--- src/rtl/botupdt_pkg.sv ---
// rtl/botupdt_pkg.sv - shared FSM state type and default parameters for the BotInfo update responder
package botupdt_pkg;

  typedef enum logic [1:0] {
    ST_IDLE    = 2'd0,
    ST_CAPTURE = 2'd1,
    ST_ACK     = 2'd2
  } state_t;

  localparam int DEF_FIFO_DEPTH  = 4;
  localparam int DEF_SYNC_STAGES = 2;
  localparam int DEF_ACK_TIMEOUT = 255;
  localparam int BOT_INFO_W      = 32;

endpackage

--- src/rtl/botupdt_fifo.sv ---
// rtl/botupdt_fifo.sv - first-word-fall-through snapshot FIFO, reads 0 when empty
module botupdt_fifo
  import botupdt_pkg::*;
#(
  parameter int  DEPTH = DEF_FIFO_DEPTH,
  parameter int  WIDTH = BOT_INFO_W,
  localparam int PTR_W = (DEPTH > 1) ? $clog2(DEPTH) : 1,
  localparam int CNT_W = $clog2(DEPTH + 1)
) (
  input  logic             i_clk,
  input  logic             i_rst,
  input  logic             i_push,
  input  logic             i_pop,
  input  logic [WIDTH-1:0] i_data,
  output logic [WIDTH-1:0] o_data,
  output logic [CNT_W-1:0] o_count,
  output logic             o_full,
  output logic             o_empty
);

  logic [WIDTH-1:0] r_mem [DEPTH];
  logic [PTR_W-1:0] r_wr_ptr;
  logic [PTR_W-1:0] r_rd_ptr;
  logic [CNT_W-1:0] r_count;
  logic             w_do_pop;
  logic             w_do_push;

  assign o_count = r_count;
  assign o_empty = (r_count == '0);
  assign o_full  = (r_count == CNT_W'(DEPTH));
  assign o_data  = o_empty ? '0 : r_mem[r_rd_ptr];

  // A pop on empty is ignored; a push when full only fits if a pop frees the head slot
  assign w_do_pop  = i_pop && !o_empty;
  assign w_do_push = i_push && (!o_full || w_do_pop);

  // Storage write; contents need no reset because reads are masked while empty
  always_ff @(posedge i_clk) begin
    if (w_do_push) begin
      r_mem[r_wr_ptr] <= i_data;
    end
  end

  // Pointers wrap naturally at the power-of-two depth; count tracks occupancy
  always_ff @(posedge i_clk) begin
    if (i_rst) begin
      r_wr_ptr <= '0;
      r_rd_ptr <= '0;
      r_count  <= '0;
    end else begin
      if (w_do_push) begin
        r_wr_ptr <= r_wr_ptr + 1'b1;
      end
      if (w_do_pop) begin
        r_rd_ptr <= r_rd_ptr + 1'b1;
      end
      case ({w_do_push, w_do_pop})
        2'b10:   r_count <= r_count + 1'b1;
        2'b01:   r_count <= r_count - 1'b1;
        default: r_count <= r_count;
      endcase
    end
  end

endmodule

--- src/rtl/botupdt_responder.sv ---
// rtl/botupdt_responder.sv - Rojobot update handshake responder with snapshot FIFO; BOTUPDT_TIMEOUT_EN adds an ack timeout
module botupdt_responder
  import botupdt_pkg::*;
#(
  parameter int FIFO_DEPTH  = DEF_FIFO_DEPTH,
  parameter int SYNC_STAGES = DEF_SYNC_STAGES,
  parameter int ACK_TIMEOUT = DEF_ACK_TIMEOUT
) (
  input  logic                            clk,
  input  logic                            rst,
  input  logic                            botupdt_sync,
  input  logic [31:0]                     bot_info,
  output logic                            int_ack,
  input  logic                            rd_en,
  output logic [31:0]                     rd_data,
  output logic [$clog2(FIFO_DEPTH+1)-1:0] count,
  output logic                            irq,
  output logic                            ovf,
  output logic                            tmo_err,
  input  logic                            clr
);

  state_t                   r_state;
  logic                     r_int_ack;
  logic                     r_ovf;
  logic [SYNC_STAGES-1:0]   r_sync;
  logic                     w_sync_s;
  logic                     w_capture;
  logic                     w_full;
  logic                     w_empty;
  logic                     w_drop;
  logic                     w_tmo_fire;

  assign w_sync_s  = r_sync[SYNC_STAGES-1];
  assign w_capture = (r_state == ST_CAPTURE);
  assign w_drop    = w_capture && w_full && !rd_en;
  assign int_ack   = r_int_ack;
  assign ovf       = r_ovf;
  assign irq       = !w_empty;

  // Synchronizer chain for the asynchronous handshake flag
  always_ff @(posedge clk) begin
    if (rst) begin
      r_sync <= '0;
    end else begin
      r_sync <= {r_sync[SYNC_STAGES-2:0], botupdt_sync};
    end
  end

`ifdef BOTUPDT_TIMEOUT_EN
  localparam int TMO_W = $clog2(ACK_TIMEOUT + 1);

  logic [TMO_W-1:0] r_tmo_cnt;
  logic             r_tmo_err;

  // A normal release on the same cycle as expiry takes precedence over the timeout
  assign w_tmo_fire = (r_state == ST_ACK) && w_sync_s &&
                      (r_tmo_cnt == TMO_W'(ACK_TIMEOUT - 1));
  assign tmo_err    = r_tmo_err;

  // Ack-wait counter runs only while holding ACK and clears on any exit
  always_ff @(posedge clk) begin
    if (rst) begin
      r_tmo_cnt <= '0;
    end else if ((r_state == ST_ACK) && w_sync_s && !w_tmo_fire) begin
      r_tmo_cnt <= r_tmo_cnt + 1'b1;
    end else begin
      r_tmo_cnt <= '0;
    end
  end

  // Sticky timeout flag; a new timeout beats a concurrent clear
  always_ff @(posedge clk) begin
    if (rst) begin
      r_tmo_err <= 1'b0;
    end else begin
      r_tmo_err <= w_tmo_fire | (r_tmo_err & ~clr);
    end
  end
`else
  // Without the timeout, ACK waits for release forever; the term is constant false
  assign w_tmo_fire = (ACK_TIMEOUT < 0);
  assign tmo_err    = 1'b0;
`endif

  // Handshake FSM: capture once per sync high-phase, hold ack until release
  always_ff @(posedge clk) begin
    if (rst) begin
      r_state   <= ST_IDLE;
      r_int_ack <= 1'b0;
    end else begin
      case (r_state)
        ST_IDLE: begin
          r_int_ack <= 1'b0;
          if (w_sync_s) begin
            r_state <= ST_CAPTURE;
          end
        end
        ST_CAPTURE: begin
          r_state   <= ST_ACK;
          r_int_ack <= 1'b1;
        end
        ST_ACK: begin
          if (!w_sync_s || w_tmo_fire) begin
            r_state   <= ST_IDLE;
            r_int_ack <= 1'b0;
          end
        end
        default: begin
          r_state   <= ST_IDLE;
          r_int_ack <= 1'b0;
        end
      endcase
    end
  end

  // Sticky overflow flag; a new drop beats a concurrent clear
  always_ff @(posedge clk) begin
    if (rst) begin
      r_ovf <= 1'b0;
    end else begin
      r_ovf <= w_drop | (r_ovf & ~clr);
    end
  end

  botupdt_fifo #(
    .DEPTH (FIFO_DEPTH),
    .WIDTH (32)
  ) u_fifo (
    .i_clk   (clk),
    .i_rst   (rst),
    .i_push  (w_capture),
    .i_pop   (rd_en),
    .i_data  (bot_info),
    .o_data  (rd_data),
    .o_count (count),
    .o_full  (w_full),
    .o_empty (w_empty)
  );

endmodule

--- config.mk ---
export PLATFORM = sky130hd
export DESIGN_NAME = botupdt_responder
export DESIGN_NICKNAME = d
export VERILOG_FILES = /design/src/rtl/botupdt_pkg.sv /design/src/rtl/botupdt_fifo.sv /design/src/rtl/botupdt_responder.sv
export SDC_FILE = /design/constraint.sdc
export NUM_CORES = 1
export LEC_CHECK = 0
export BUFFER_PORTS_ARGS = -buffer_cell sky130_fd_sc_hd__buf_2
export CAP_MARGIN = 20
export CORE_UTILIZATION = 45
export DETAILED_ROUTE_END_ITERATION = 8
export MAX_ROUTING_LAYER = met4
export PLACE_DENSITY = 0.67
export REMOVE_ABC_BUFFERS = 1
export SYNTH_ARGS = -nofsm -noshare
export SYNTH_HDL_FRONTEND = slang
export SYNTH_SLANG_ARGS = --single-unit
--- constraint.sdc ---
create_clock -name clk -period 2.2 [get_ports clk]
set_input_delay 0.44 -clock clk [delete_from_list [all_inputs] [get_ports clk]]
set_output_delay 0.44 -clock clk [all_outputs]
set_load 0.005 [all_outputs]
* After elaboration in Yosys (flattened, before gate mapping)
Memory sizes are Yosys's and may differ from the RTL's. A register that Yosys moved wholly into a read port is not among the register bits.
Cells that the tools add are included.
W data, S select, Z words.
** Word-level totals
- Bits in registers :: 13
- RAM bits :: 128
- Input bits :: 37
- Output and inout bits :: 39
- Logic and storage cells :: 45
- Memories :: 1
** Cells by class
- $add $sub $neg :: 4
- Equal/unequal tests :: 7
- Muxes and demuxes :: 11
- Bitwise gates (word level) :: 3
- Reductions and logical operators :: 12
** Memory list
- u_fifo.r_mem :: words 4, width 32, read ports 1, clocked after Yosys merged registers in 1, wr ports 1, RTL line botupdt_fifo.sv:21 : logic [WIDTH-1:0] r_mem [DEPTH];
** Operators with widths (number)
- $mux W32 :: 1
- $mux W2 :: 4
- $pmux W2 S3 :: 1
- $pmux W3 S2 :: 1
- $add A2 B1 Y2 const B :: 2
- $eq A2 B1 Y1 const B :: 2
- $eq A2 B2 Y1 const B :: 2
- $logic_and A1 B1 Y1 :: 4
- $ne A2 B2 Y1 const B :: 2
- $add A3 B1 Y3 const B :: 1
- $eq A3 B3 Y1 const B :: 1
- $logic_not A1 Y1 :: 3
- $logic_not A3 Y1 :: 1
- $mux W1 :: 3
- $sub A3 B1 Y3 const B :: 1
- $logic_not A2 Y1 :: 1
- $pmux W1 S2 :: 1
- $reduce_and A2 Y1 :: 1
- $reduce_bool A2 Y1 :: 1
- $and A1 B1 Y1 :: 1
- $logic_or A1 B1 Y1 :: 1
- $not A1 Y1 :: 1
- $or A1 B1 Y1 :: 1

* Logic depth before layout (Yosys ltp)
Gate-level depths: netlist of run 1.
- Depth in word-level cells :: 7
- Mapped depth :: 9
- Mapped depth without buffers :: 9

* Modules after synthesis
A second synthesis of run 1 with hierarchy kept.
** Unflattened totals
- Cells, all modules :: 291
- Area, all modules :: 5635.4 um2
** By module, submodules not included
- botupdt_fifo :: instances 1, cells an instance 270, area each 5420.2 um2, seq. area each 4023.9 um2
- botupdt_responder :: instances 1, cells an instance 21, area each 215.2 um2, seq. area each 120.1 um2

* Least setup slack after synthesis of run 1
No wires, ideal clock.
- Path kind :: flip-flop to flip-flop
- Start point :: register u_fifo.r_count[0], in the netlist u_fifo.o_count[0]
- End point :: register u_fifo.r_count[2], in the netlist u_fifo.o_count[2]
- Library setup time :: 71 ps
- Arrival time :: 1992 ps
- Required time :: 2129 ps
- Slack :: 138 ps
- Stages on the path, launching flop included :: 10
- Path buffers :: 0
- Period minus slack after synthesis :: 2062 ps
- Cell sequence :: dfxtp_1 nor4b_4 nor2_2 inv_1 ha_1 inv_1 fa_1 xor2_1 or3_1 a21oi_1
** Between the ends
- Cells in the longest elaborated chain, start to end :: 7
- Elaborated cells on any way between the ends :: 13
- Classes of those cells :: add/sub (2); eq/ne (3); mux (1); reduce/logical (7)
** Ends and longest elaborated chain
- start: declaration :: RTL line botupdt_fifo.sv:24 : logic [CNT_W-1:0] r_count;
- start signal: assignment :: RTL line botupdt_fifo.sv:58 : 2'b10: r_count <= r_count + 1'b1;
- start signal: assignment :: RTL line botupdt_fifo.sv:59 : 2'b01: r_count <= r_count - 1'b1;
- start signal: assignment :: RTL line botupdt_fifo.sv:60 : default: r_count <= r_count;
- $logic_not A3 Y1 :: RTL line botupdt_fifo.sv:29 : assign o_empty = (r_count == '0);
- $logic_not A1 Y1 :: RTL line botupdt_fifo.sv:34 : assign w_do_pop = i_pop && !o_empty;
- $logic_and A1 B1 Y1 :: RTL line botupdt_fifo.sv:34
- $logic_or A1 B1 Y1 :: RTL line botupdt_fifo.sv:35 : assign w_do_push = i_push && (!o_full || w_do_pop);
- $logic_and A1 B1 Y1 :: RTL line botupdt_fifo.sv:35
- $eq A2 B1 Y1 / $eq A2 B2 Y1 (equally long branches) :: RTL line botupdt_fifo.sv:57 : case ({w_do_push, w_do_pop})
- $pmux W3 S2 / $reduce_bool A2 Y1 (equally long branches)
Parallel ways exist; a longest one is shown, timed or not.
A chain may end at the register's enable or synchronous reset.

==> results_dict.tcl, run 1 <==
set metrics [dict create \
    finalSetupViolCount 23 \
    pwr_density_cell_nw_per_um2 971 \
    worstPathMaxFanout 8 \
    drc 0 \
    grt_pass1_vias 2780 \
    totalNegativeSetupSlack_ns -0.448 \
    synth_top_family_by_area "multiplexers" \
    start_util 0.465 \
    timing.setup.critical_path_class "reg -> out" \
    number_of_antenna_violations_at_the_first_check_in_global_routing 0 \
    dp_hpwl_um 5490 \
    global_route_usage_over_all_layers 0.163 \
    routed-via-count 2715 \
    dieArea_um2 12900 \
    post_synthesis_adder_cell_area_fraction 0.0147 \
    status "finished with violations" \
    avgViaCountPerCell 4.95 \
    cp_slowest_cell "sky130_fd_sc_hd__mux4_2" \
    leakage_nw 2.39 \
    worst_supply_voltage_drop_on_vdd_mv 0.628 \
    final_hold_viol_count 0 \
    synth_simple_gate_area_frac 0.0730 \
    multiplexer_area_fraction_after_synthesis 0.134 \
    synth_top_area_frac 0.685 \
    switchingPower_mw 1.43 \
    final.hold.worst_slack_ns 0.236 \
    max_slew.worst_pin.slew_ns 0.881 \
    power_switching_share 0.215 \
    cp_cell_sequence "clkbuf_16, mux4_2, nor2b_1, buf_2" \
    postSynthAreaPerCell_um2 20.4 \
    maxSlewHeadroom 0.413 \
    synth.top_cells.by_area "sky130_fd_sc_hd__edfxtp_1, sky130_fd_sc_hd__mux4_2, sky130_fd_sc_hd__dfxtp_1, sky130_fd_sc_hd__nor2b_1, sky130_fd_sc_hd__nor2b_4" \
    yosys_register_bits 143 \
    gp_congestion 0.685 \
    finalNetCount 409 \
    portBuffers 74 \
    synth_edf_count 128 \
    grt_setup_unrepaired "yes" \
    globalRoute.totalOverflow 0 \
    internal_power_mw 5.23 \
    fill_cells 942 \
    post_synth_instance_area_um2 5610 \
    tritoncts.num_buffers 17 \
    compound_cell_area_share_of_the_yosys_netlist 0.00892 \
    final_cell_utilization_of_the_core 0.568 \
    route.final.wire_length_um 9470 \
    power.share.combinational 0.119 \
    design.core.area_um2 12100 \
    pin_count_of_the_biggest_net_entering_global_routing 36 \
    avgRoutedWirePerCell_um 17.3 \
    hold_path.class "in -> reg" \
    fin_crit_ns 2.24 \
    end_kind "output pin" \
    violations "setup timing" \
    area_delta_synth_final_pct 22.3 \
    clkPwrFrac 0.426 \
    ys.flop_type "sky130_fd_sc_hd__edfxtp_1" \
    final.setup_skew_ns 0.00644 \
    final_max_slew_viol_count 0 \
    synthesis.instances 275 \
    grt_first_pass_wirelength_um 14400 \
    drive_above_1_share 0.430 \
    min_period_over_period 1.02 \
    cts.sinks 143 \
    worst-endpoint-required_ns 1.76 \
    seq_area_frac_synth 0.739 \
    post-route-worst-setup-slack_ns -0.0417 \
    floorplan.io_pins 76 \
    hold_fix_buffers_at_cts 0 \
    ctsLongestPathBuffers 2 \
    drv.max_cap_violation_count 0 \
    clock_input_transition_at_the_sequential_cells_of_the_worst_setup_and_hold_paths_ns 0.06 \
    synthTopCellsByCount "sky130_fd_sc_hd__edfxtp_1, sky130_fd_sc_hd__nor2b_1, sky130_fd_sc_hd__mux4_2" \
    synth_most_common_cell "sky130_fd_sc_hd__edfxtp_1" \
    post_synth_xor_area_fraction 0.00469 \
    clk_root_buffer_cell "sky130_fd_sc_hd__clkbuf_16" \
    die_w_um 114 \
    ant_nets 0 \
    yosys.area.top_type "sky130_fd_sc_hd__edfxtp_1" \
    yosysUniqueCellTypes 32 \
    std_cell_rows 40 \
    share_seq_of_total_power 0.454 \
    cts_max_level 4 \
    synthesis.yosys.warnings 0 \
    clock_tree_from_tritoncts "built" \
    drt-pass1-iter-count 4 \
    cp-start-kind "flop" \
    cp.arrival_ns 1.80 \
    final_cell_count_no_fill 548 \
    post-place-cells 513 \
    maxClockFrequency_ghz 0.446 \
    async_reset_ff_frac 0 \
    slowest_delay_ns 0.48 \
    die_h_um 114 \
    clk_latency_ns 0.42 \
    initialDrtViolationCount 159 \
]
## cell families after synthesis
logic type,after synthesis
flip-flops,143
AND/OR/NAND/NOR,59
multiplexers,34
buffers and inverters,20
AO/OA/AOI/OAI,9
adder cells (fa/ha/maj),6
XOR/XNOR,3
other,1
## stage by stage
| step | power (mW) | area, um^2 | setup WS [ns] |
|---|---|---|---|
| 3_5_place_dp | 3.85 | 6200 | -0.0298 |
| 2_1_floorplan | 3.50 | 5500 | -0.486 |
| 5_1_grt | 6.88 | 6850 | -0.102 |
| 4_1_cts | 6.72 | 6850 | -0.0846 |
| 3_3_place_gp | 3.84 | 6200 | 0.0354 |
| 6_report | 6.66 | 6860 | -0.0417 |
## flip-flops by register name (all words and copies together) (netlist names), named ones only
| signal | flops |
|---|---|
| u_fifo.r_mem | 128 |
| int_ack | 1 |
| r_state | 2 |
| u_fifo.r_wr_ptr | 2 |
| u_fifo.r_rd_ptr | 2 |
| u_fifo.o_count | 3 |
| r_sync | 2 |
| ovf | 1 |
## repair_timing
action,CTS,global route
gates cloned,1,1
resized for setup,5,2
setup endpoints to repair,32,33
buffers inserted,1,0
## routing by layer
layer	part of all wire	global-route usage	vias to the layer above
li1	-	-	1249
met1	0.42	0.196	1367
met2	0.50	0.252	88
met3	0.064	0.0510	11
met4	0.012	0.0789	0
met5	0	-	-
## cells in the final DEF, fill, tap and decap left out, drive strengths merged, types with 2 or more instances in the layout
cell type / count
edfxtp: 128
buf: 83
nor2b: 36
mux4: 32
clkbuf: 25
dfxtp: 15
nor2: 9
inv: 8
a21oi: 5
ha: 5
clkinv: 5
and2: 4
nand2b: 3
xor2: 3
o21ai: 2
or3: 2
clkinvlp: 2
nor4b: 2
## area by class of cell
class                           count  area, um^2  share of cell area
Inverter                            8        30.0             0.00438
Antenna cell                        1        2.50            0.000365
Clock buffer                       24         536              0.0781
Multi-Input combinational cell    112        1330               0.193
Sequential cell                   143        4150               0.606
Clock inverter                      8        73.8              0.0108
Tap cell                          168         210              0.0307
Timing Repair Buffer               84         526              0.0766
## power groups by stage
stage,logic (mW),registers (mW),clock network [mW]
2_1_floorplan,0.380,3.12,0
3_3_place_gp,0.767,3.07,0
3_5_place_dp,0.780,3.07,0
4_1_cts,0.822,3.02,2.88
5_1_grt,0.868,3.03,2.99
6_report,0.793,3.03,2.84
## final timing paths
check                         start            endpoint  slack [ns]  cells past startpoint
setup reg to reg  u_fifo.o_count[1]   u_fifo.o_count[2]        0.13                      9
hold reg to reg           r_sync[0]           r_sync[1]        0.44                      1
setup / recovery               flop         rd_data[15]       -0.04                      4
hold / removal          bot_info[6]  u_fifo.r_mem[2][6]        0.24                      1
## worst max-delay path, delay by kind of cell (launching register included)
kind                   cells  cell delay [ns]
buffers and inverters      2             0.32
AND/OR/NAND/NOR            1             0.15
multiplexers               1             0.48
flip-flops                 1             0.43
(Power assumes the default switching activity.)
==> run 2, diff against run 1 <==
Settings changed: CTS_BUF_LIST set to sky130_fd_sc_hd__clkbuf_8, MAX_ROUTING_LAYER met4 to not set, SETUP_SLACK_MARGIN set to 0.02.
==> run 2 against run 1 <==
Compared with the run above:
- the flow still finishes with violations (setup timing)
- largest cell class unchanged
- power fell by 9.6%
- final area shrank 2.6%
- setup slack lost 0.022 ns
- utilization is 1.5 points lower
- maximum frequency down 0.99%
- critical path depth unchanged
- via count down 1.3%
- final cell count down 0.18%
- clock skew is 0.0025 ns higher
- largest power group unchanged
==> results_dict.tcl, run 2 (synthesized netlist as in run 1, its figures left out) <==
set metrics [dict create \
    final_cell_utilization_of_the_core 0.554 \
    sequential_cell_area_um2 4150 \
    post-route-worst-setup-slack_ns -0.0641 \
    ant_nets 0 \
    grt_setup_unrepaired "yes" \
    die_w_um 114 \
    finalNetCount 409 \
    worst_supply_voltage_drop_on_vdd_mv 0.607 \
    avgViaCountPerCell 4.90 \
    fill_cells 965 \
    gp_congestion 0.678 \
    pwr_density_cell_nw_per_um2 901 \
    status "finished with violations" \
    drive_above_1_share 0.433 \
    initialDrtViolationCount 116 \
    clk_latency_ns 0.45 \
    avgRoutedWirePerCell_um 17.1 \
    final_max_slew_viol_count 0 \
    area_delta_synth_final_pct 19.1 \
    dpl_cell_area_um2 6200 \
    max_slew.worst_pin.slew_ns 0.871 \
    leakage_nw 2.32 \
    ctsLongestPathBuffers 2 \
    portBuffers 74 \
    maxClockFrequency_ghz 0.442 \
    end_kind "output pin" \
    grt_first_pass_wirelength_um 14300 \
    clock_tree_from_tritoncts "built" \
    floorplan.io_pins 76 \
    layout_common_cells "sky130_fd_sc_hd__edfxtp_1, sky130_fd_sc_hd__buf_2, sky130_fd_sc_hd__mux4_2" \
    dieArea_um2 12900 \
    met2_usage 0.252 \
    global_route_usage_over_all_layers 0.156 \
    design.core.area_um2 12100 \
    gr-max-usage-layer "met2" \
    drc 0 \
    min_period_over_period 1.03 \
    hold_path_startpoint "bot_info[6]" \
    hold_fix_buffers_at_cts 0 \
    top_register "u_fifo.r_mem" \
    worstPathMaxFanout 9 \
    routed-via-count 2680 \
    violations "setup timing" \
    cts.sinks 143 \
    maxSlewHeadroom 0.419 \
    cp-start-kind "flop" \
    crit-reg2reg-launch "u_fifo.o_count[2]" \
    clock_input_transition_at_the_sequential_cells_of_the_worst_setup_and_hold_paths_ns 0.07 \
    timing.setup.critical_path_class "reg -> out" \
    cts_max_level 4 \
    finalInstanceArea_um2 6680 \
    drt-pass1-iter-count 5 \
    cp.arrival_ns 1.82 \
    dpl_worst_slack_ns -0.0298 \
    die_h_um 114 \
    final_hold_viol_count 0 \
    multi_input_area_um2 1330 \
    hold_path.class "in -> reg" \
    totalNegativeSetupSlack_ns -1.03 \
    mostFrequentLayoutCell "sky130_fd_sc_hd__edfxtp_1" \
    grt.met3_usage 0.0547 \
    worst-endpoint-required_ns 1.76 \
    pin_count_of_the_biggest_net_entering_global_routing 36 \
    antennaDiodeCount 0 \
    finalSetupViolCount 32 \
    final.setup_skew_ns 0.00890 \
    number_of_antenna_violations_at_the_first_check_in_global_routing 0 \
    largest_register_ff_count 128 \
    fin_crit_ns 2.26 \
    route.final.wire_length_um 9330 \
    drv.max_cap_violation_count 0 \
    global_route.usage.met1 0.190 \
    dp_hpwl_um 5490 \
    clk_root_buffer_cell "sky130_fd_sc_hd__clkbuf_8" \
    std_cell_rows 40 \
    globalRoute.totalOverflow 0 \
    grt_pass1_vias 2743 \
    tritoncts.num_buffers 17 \
    start_util 0.465 \
]
-- run 2: stage by stage --
step / hold WS [ns] / instances / power (mW)
global route: 0.192 / 547 / 6.24
floorplan: 0.414 / 263 / 3.50
detailed placement: 0.433 / 513 / 3.85
finish: 0.206 / 547 / 6.02
global placement: 0.419 / 513 / 3.84
CTS: 0.183 / 547 / 6.08
-- run 2: critical path: stages, from the launching register on --
cell	delay [ns]
sky130_fd_sc_hd__dfxtp_4	0.42
sky130_fd_sc_hd__buf_12	0.16
sky130_fd_sc_hd__mux4_2	0.51
sky130_fd_sc_hd__nor2b_1	0.14
sky130_fd_sc_hd__buf_2	0.14
-- run 2: final timing paths --
check	to	slack [ns]	cells after the start
setup / recovery	rd_data[14]	-0.06	4
hold / removal	u_fifo.r_mem[2][6]	0.21	1
setup reg to reg	u_fifo.o_count[2]	0.13	9
hold reg to reg	r_sync[1]	0.44	1
-- run 2: power breakdown --
| part | internal [mW] | switching, mW |
|---|---|---|
| logic | 0.424 | 0.370 |
| clock network | 1.28 | 0.923 |
| registers | 2.99 | 0.0326 |
| total | 4.69 | 1.33 |
-- run 2: area by class of cell --
class	count	share of cell area
flip-flops and latches	143	0.622
multi-input cells	112	0.199
repair buffers	84	0.0787
clock buffers	19	0.0391
well taps	168	0.0315
clock inverters	13	0.0257
inverters	8	0.00450
-- run 2: metal layers --
metal  part of all wire  vias to the layer above
met3              0.065                       15
met1               0.42                     1341
li1                   -                     1245
met4              0.017                        0
met2               0.49                       79
met5                  0                        -
-- run 2: what timing repair did --
action	CTS	global route
setup endpoints to repair	32	33
resized for setup	5	3
gates cloned	1	1
buffers inserted	1	0
pin swaps	0	1
==> run 3, diff against run 2 <==
--- a/config.mk
+++ b/config.mk
@@ -9,2 +9,3 @@
 export CAP_MARGIN = 20
+export CORE_ASPECT_RATIO = 0.75
 export CORE_UTILIZATION = 45
@@ -12,3 +13,2 @@
 export DETAILED_ROUTE_END_ITERATION = 8
-export PLACE_DENSITY = 0.67
 export REMOVE_ABC_BUFFERS = 1
==> constraint.sdc (replaced) <==
create_clock -name clk -period 2.35 [get_ports clk]
set_input_delay 0.235 -clock clk [delete_from_list [all_inputs] [get_ports clk]]
set_output_delay 0.235 -clock clk [all_outputs]
set_load 0.005 [all_outputs]
==> run 3 against run 2 <==
Compared with the run above:
- the run now ends clean
- highest routed layer is now met5
- die area about the same
- clock skew increased by 0.0017 ns
- largest cell class unchanged
- sequential power down 6.6%
- sequential cell count unchanged
- non-clock buffer count increased by 9
- clock power decreased by 19%
==> results_dict.tcl, run 3 (synthesized netlist as in run 1, its figures left out) <==
set metrics [dict create \
    status "finished, final reports clean" \
    area_delta_synth_final_pct 18.4 \
    reg2reg_depth 9 \
    end_kind "flop" \
    drc 0 \
    clock_tree_from_tritoncts "built" \
    number_of_antenna_violations_at_the_first_check_in_global_routing 1 \
    slowest_delay_ns 0.37 \
    grt_first_pass_wirelength_um 14500 \
    final.hold.worst_slack_ns 0.0293 \
    fin_crit_ns 2.19 \
    cp_slowest_cell "sky130_fd_sc_hd__dfxtp_2" \
    design.core.area_um2 11900 \
    mostFrequentLayoutCell "sky130_fd_sc_hd__edfxtp_1" \
    pin_count_of_the_biggest_net_entering_global_routing 24 \
    ant_nets 0 \
    clock_input_transition_at_the_sequential_cells_of_the_worst_setup_and_hold_paths_ns 0.08 \
    crit-reg2reg-launch "u_fifo.o_count[1]" \
    worstPathMaxFanout 7 \
    top_register "u_fifo.r_mem" \
    drt-pass1-iter-count 4 \
    finalInstanceArea_um2 6640 \
    die_w_um 131 \
    avgRoutedWirePerCell_um 17.4 \
    min_delay_path_depth 1 \
    critical-path-top-cell-by-count "sky130_fd_sc_hd__inv_1" \
    antennaDiodeCount 0 \
    multi_input_area_um2 1330 \
    dpl_cell_area_um2 6220 \
    portBuffers 74 \
    timing.setup.critical_path_class "reg -> reg" \
    avgViaCountPerCell 4.90 \
    pwr_density_cell_nw_per_um2 799 \
    post-cts-setup-buffer-count 0 \
    critical_path.n_buffers_inverters 2 \
    post-place-cells 513 \
    final_max_slew_viol_count 0 \
    layout_common_cells "sky130_fd_sc_hd__edfxtp_1, sky130_fd_sc_hd__buf_2, sky130_fd_sc_hd__nor2b_1" \
    initialDrtViolationCount 194 \
    sequential_cell_area_um2 4150 \
    min_delay_worst_endpoint "u_fifo.r_mem[0][13]" \
    drv.max_cap_violation_count 0 \
    final_hold_viol_count 0 \
    reg2reg_setup_slack_ns 0.16 \
    worst_supply_voltage_drop_on_vdd_mv 0.582 \
    largest_register_ff_count 128 \
    final_cell_count_no_fill 549 \
    maxClockFrequency_ghz 0.457 \
    finalNetCount 418 \
    globalRoute.totalOverflow 0 \
    cts_max_level 4 \
    worst_r2r_endpoint "u_fifo.o_count[2]" \
    start_util 0.472 \
    std_cell_rows 34 \
    clk_root_buffer_cell "sky130_fd_sc_hd__clkbuf_8" \
    finalSetupViolCount 0 \
    hold_path_startpoint "bot_info[13]" \
    hold_path.class "in -> reg" \
    global_route_usage_over_all_layers 0.162 \
    fill_cells 913 \
    clk_latency_ns 0.42 \
    route.final.wire_length_um 9580 \
    cts.sinks 143 \
    grt_setup_unrepaired "no" \
    dp_hpwl_um 5920 \
    floorplan.io_pins 76 \
    worst-endpoint-required_ns 2.69 \
    dieArea_um2 12900 \
    cp_top_family "simple AND/OR/NAND/NOR gates" \
    grt_pass1_vias 2703 \
    gp_congestion 0.694 \
    leakage_nw 2.31 \
    cp.arrival_ns 2.53 \
    cp_cell_sequence "nor4b_4, nor2_2, inv_1, ha_1, inv_1, fa_1, xor2_1, or3_1, a21oi_1" \
    final.setup_skew_ns 0.0106 \
    tritoncts.num_buffers 17 \
    ctsLongestPathBuffers 2 \
    drive_above_1_share 0.419 \
    cp-start-kind "flop" \
    die_h_um 98.7 \
    min_period_over_period 0.932 \
    final_cell_utilization_of_the_core 0.560 \
    routed-via-count 2688 \
]
==> run 3: cell count changes in the layout (fill, tap and decap cells not counted), sizes merged <==
cell / delta
bufinv: -2
dlygate4sd3: +5
buf: +5
clkbuf: -3
inv: -1
clkinv: +4
==> run 3: power breakdown <==
| group | leakage (nW) | switching (mW) | internal [mW] |
|---|---|---|---|
| combinational | 0.853 | 0.345 | 0.363 |
| clock | 0.185 | 0.864 | 0.916 |
| sequential | 1.28 | 0.0248 | 2.80 |
| total | 2.31 | 1.23 | 4.07 |
==> run 3: routing by layer <==
metal  global-route usage  part of all wire  wire length [um]
met4               0.0371            0.0055                53
met3               0.0673             0.051               484
met1                0.209              0.46              4390
met5                    0            0.0010                10
met2                0.256              0.48              4640
==> run 3: worst max path at each step <==
stage	startpoint	endpoint	slack, ns	depth (start not counted)
after floorplan	flop	rd_data[10]	-0.13	2
after global placement	u_fifo.o_count[1]	u_fifo.o_count[2]	0.22	9
after detailed placement	u_fifo.o_count[2]	u_fifo.o_count[2]	0.11	9
after CTS	u_fifo.o_count[2]	u_fifo.o_count[2]	0.09	9
after global routing	u_fifo.o_count[1]	u_fifo.o_count[2]	0.03	9
final	u_fifo.o_count[1]	u_fifo.o_count[2]	0.16	9
==> run 3: worst reg2reg max path, cell delays in order (launching register included) <==
cell and delay [ns]:
sky130_fd_sc_hd__dfxtp_2 0.37, sky130_fd_sc_hd__nor4b_4 0.31, sky130_fd_sc_hd__nor2_2 0.13, sky130_fd_sc_hd__inv_1 0.07
sky130_fd_sc_hd__ha_1 0.18, sky130_fd_sc_hd__inv_1 0.06, sky130_fd_sc_hd__fa_1 0.37, sky130_fd_sc_hd__xor2_1 0.16
sky130_fd_sc_hd__or3_1 0.32, sky130_fd_sc_hd__a21oi_1 0.15
==> run 3: final cells by class <==
cell class                      count  area share
Inverter                            8     0.00452
Multi-Input combinational cell    112       0.201
Clock buffer                       17      0.0352
Clock inverter                     14      0.0192
Sequential cell                   143       0.625
Tap cell                          162      0.0305
Timing Repair Buffer               93      0.0848
==> run 3: through the flow <==
step	power [mW]	setup TNS [ns]	worst slack, ns
4_1_cts	5.37	0	0.0914
3_3_place_gp	3.59	0	0.223
5_1_grt	5.55	0	0.0285
6_report	5.31	0	0.161
2_1_floorplan	3.28	-2.86	-0.131
3_5_place_dp	3.60	0	0.109
==> run 3: timing repair <==
action	in CTS	in global routing
gates resized for setup	0	3
hold buffers	3	2
setup endpoints to repair	0	7
hold endpoints to repair	6	6
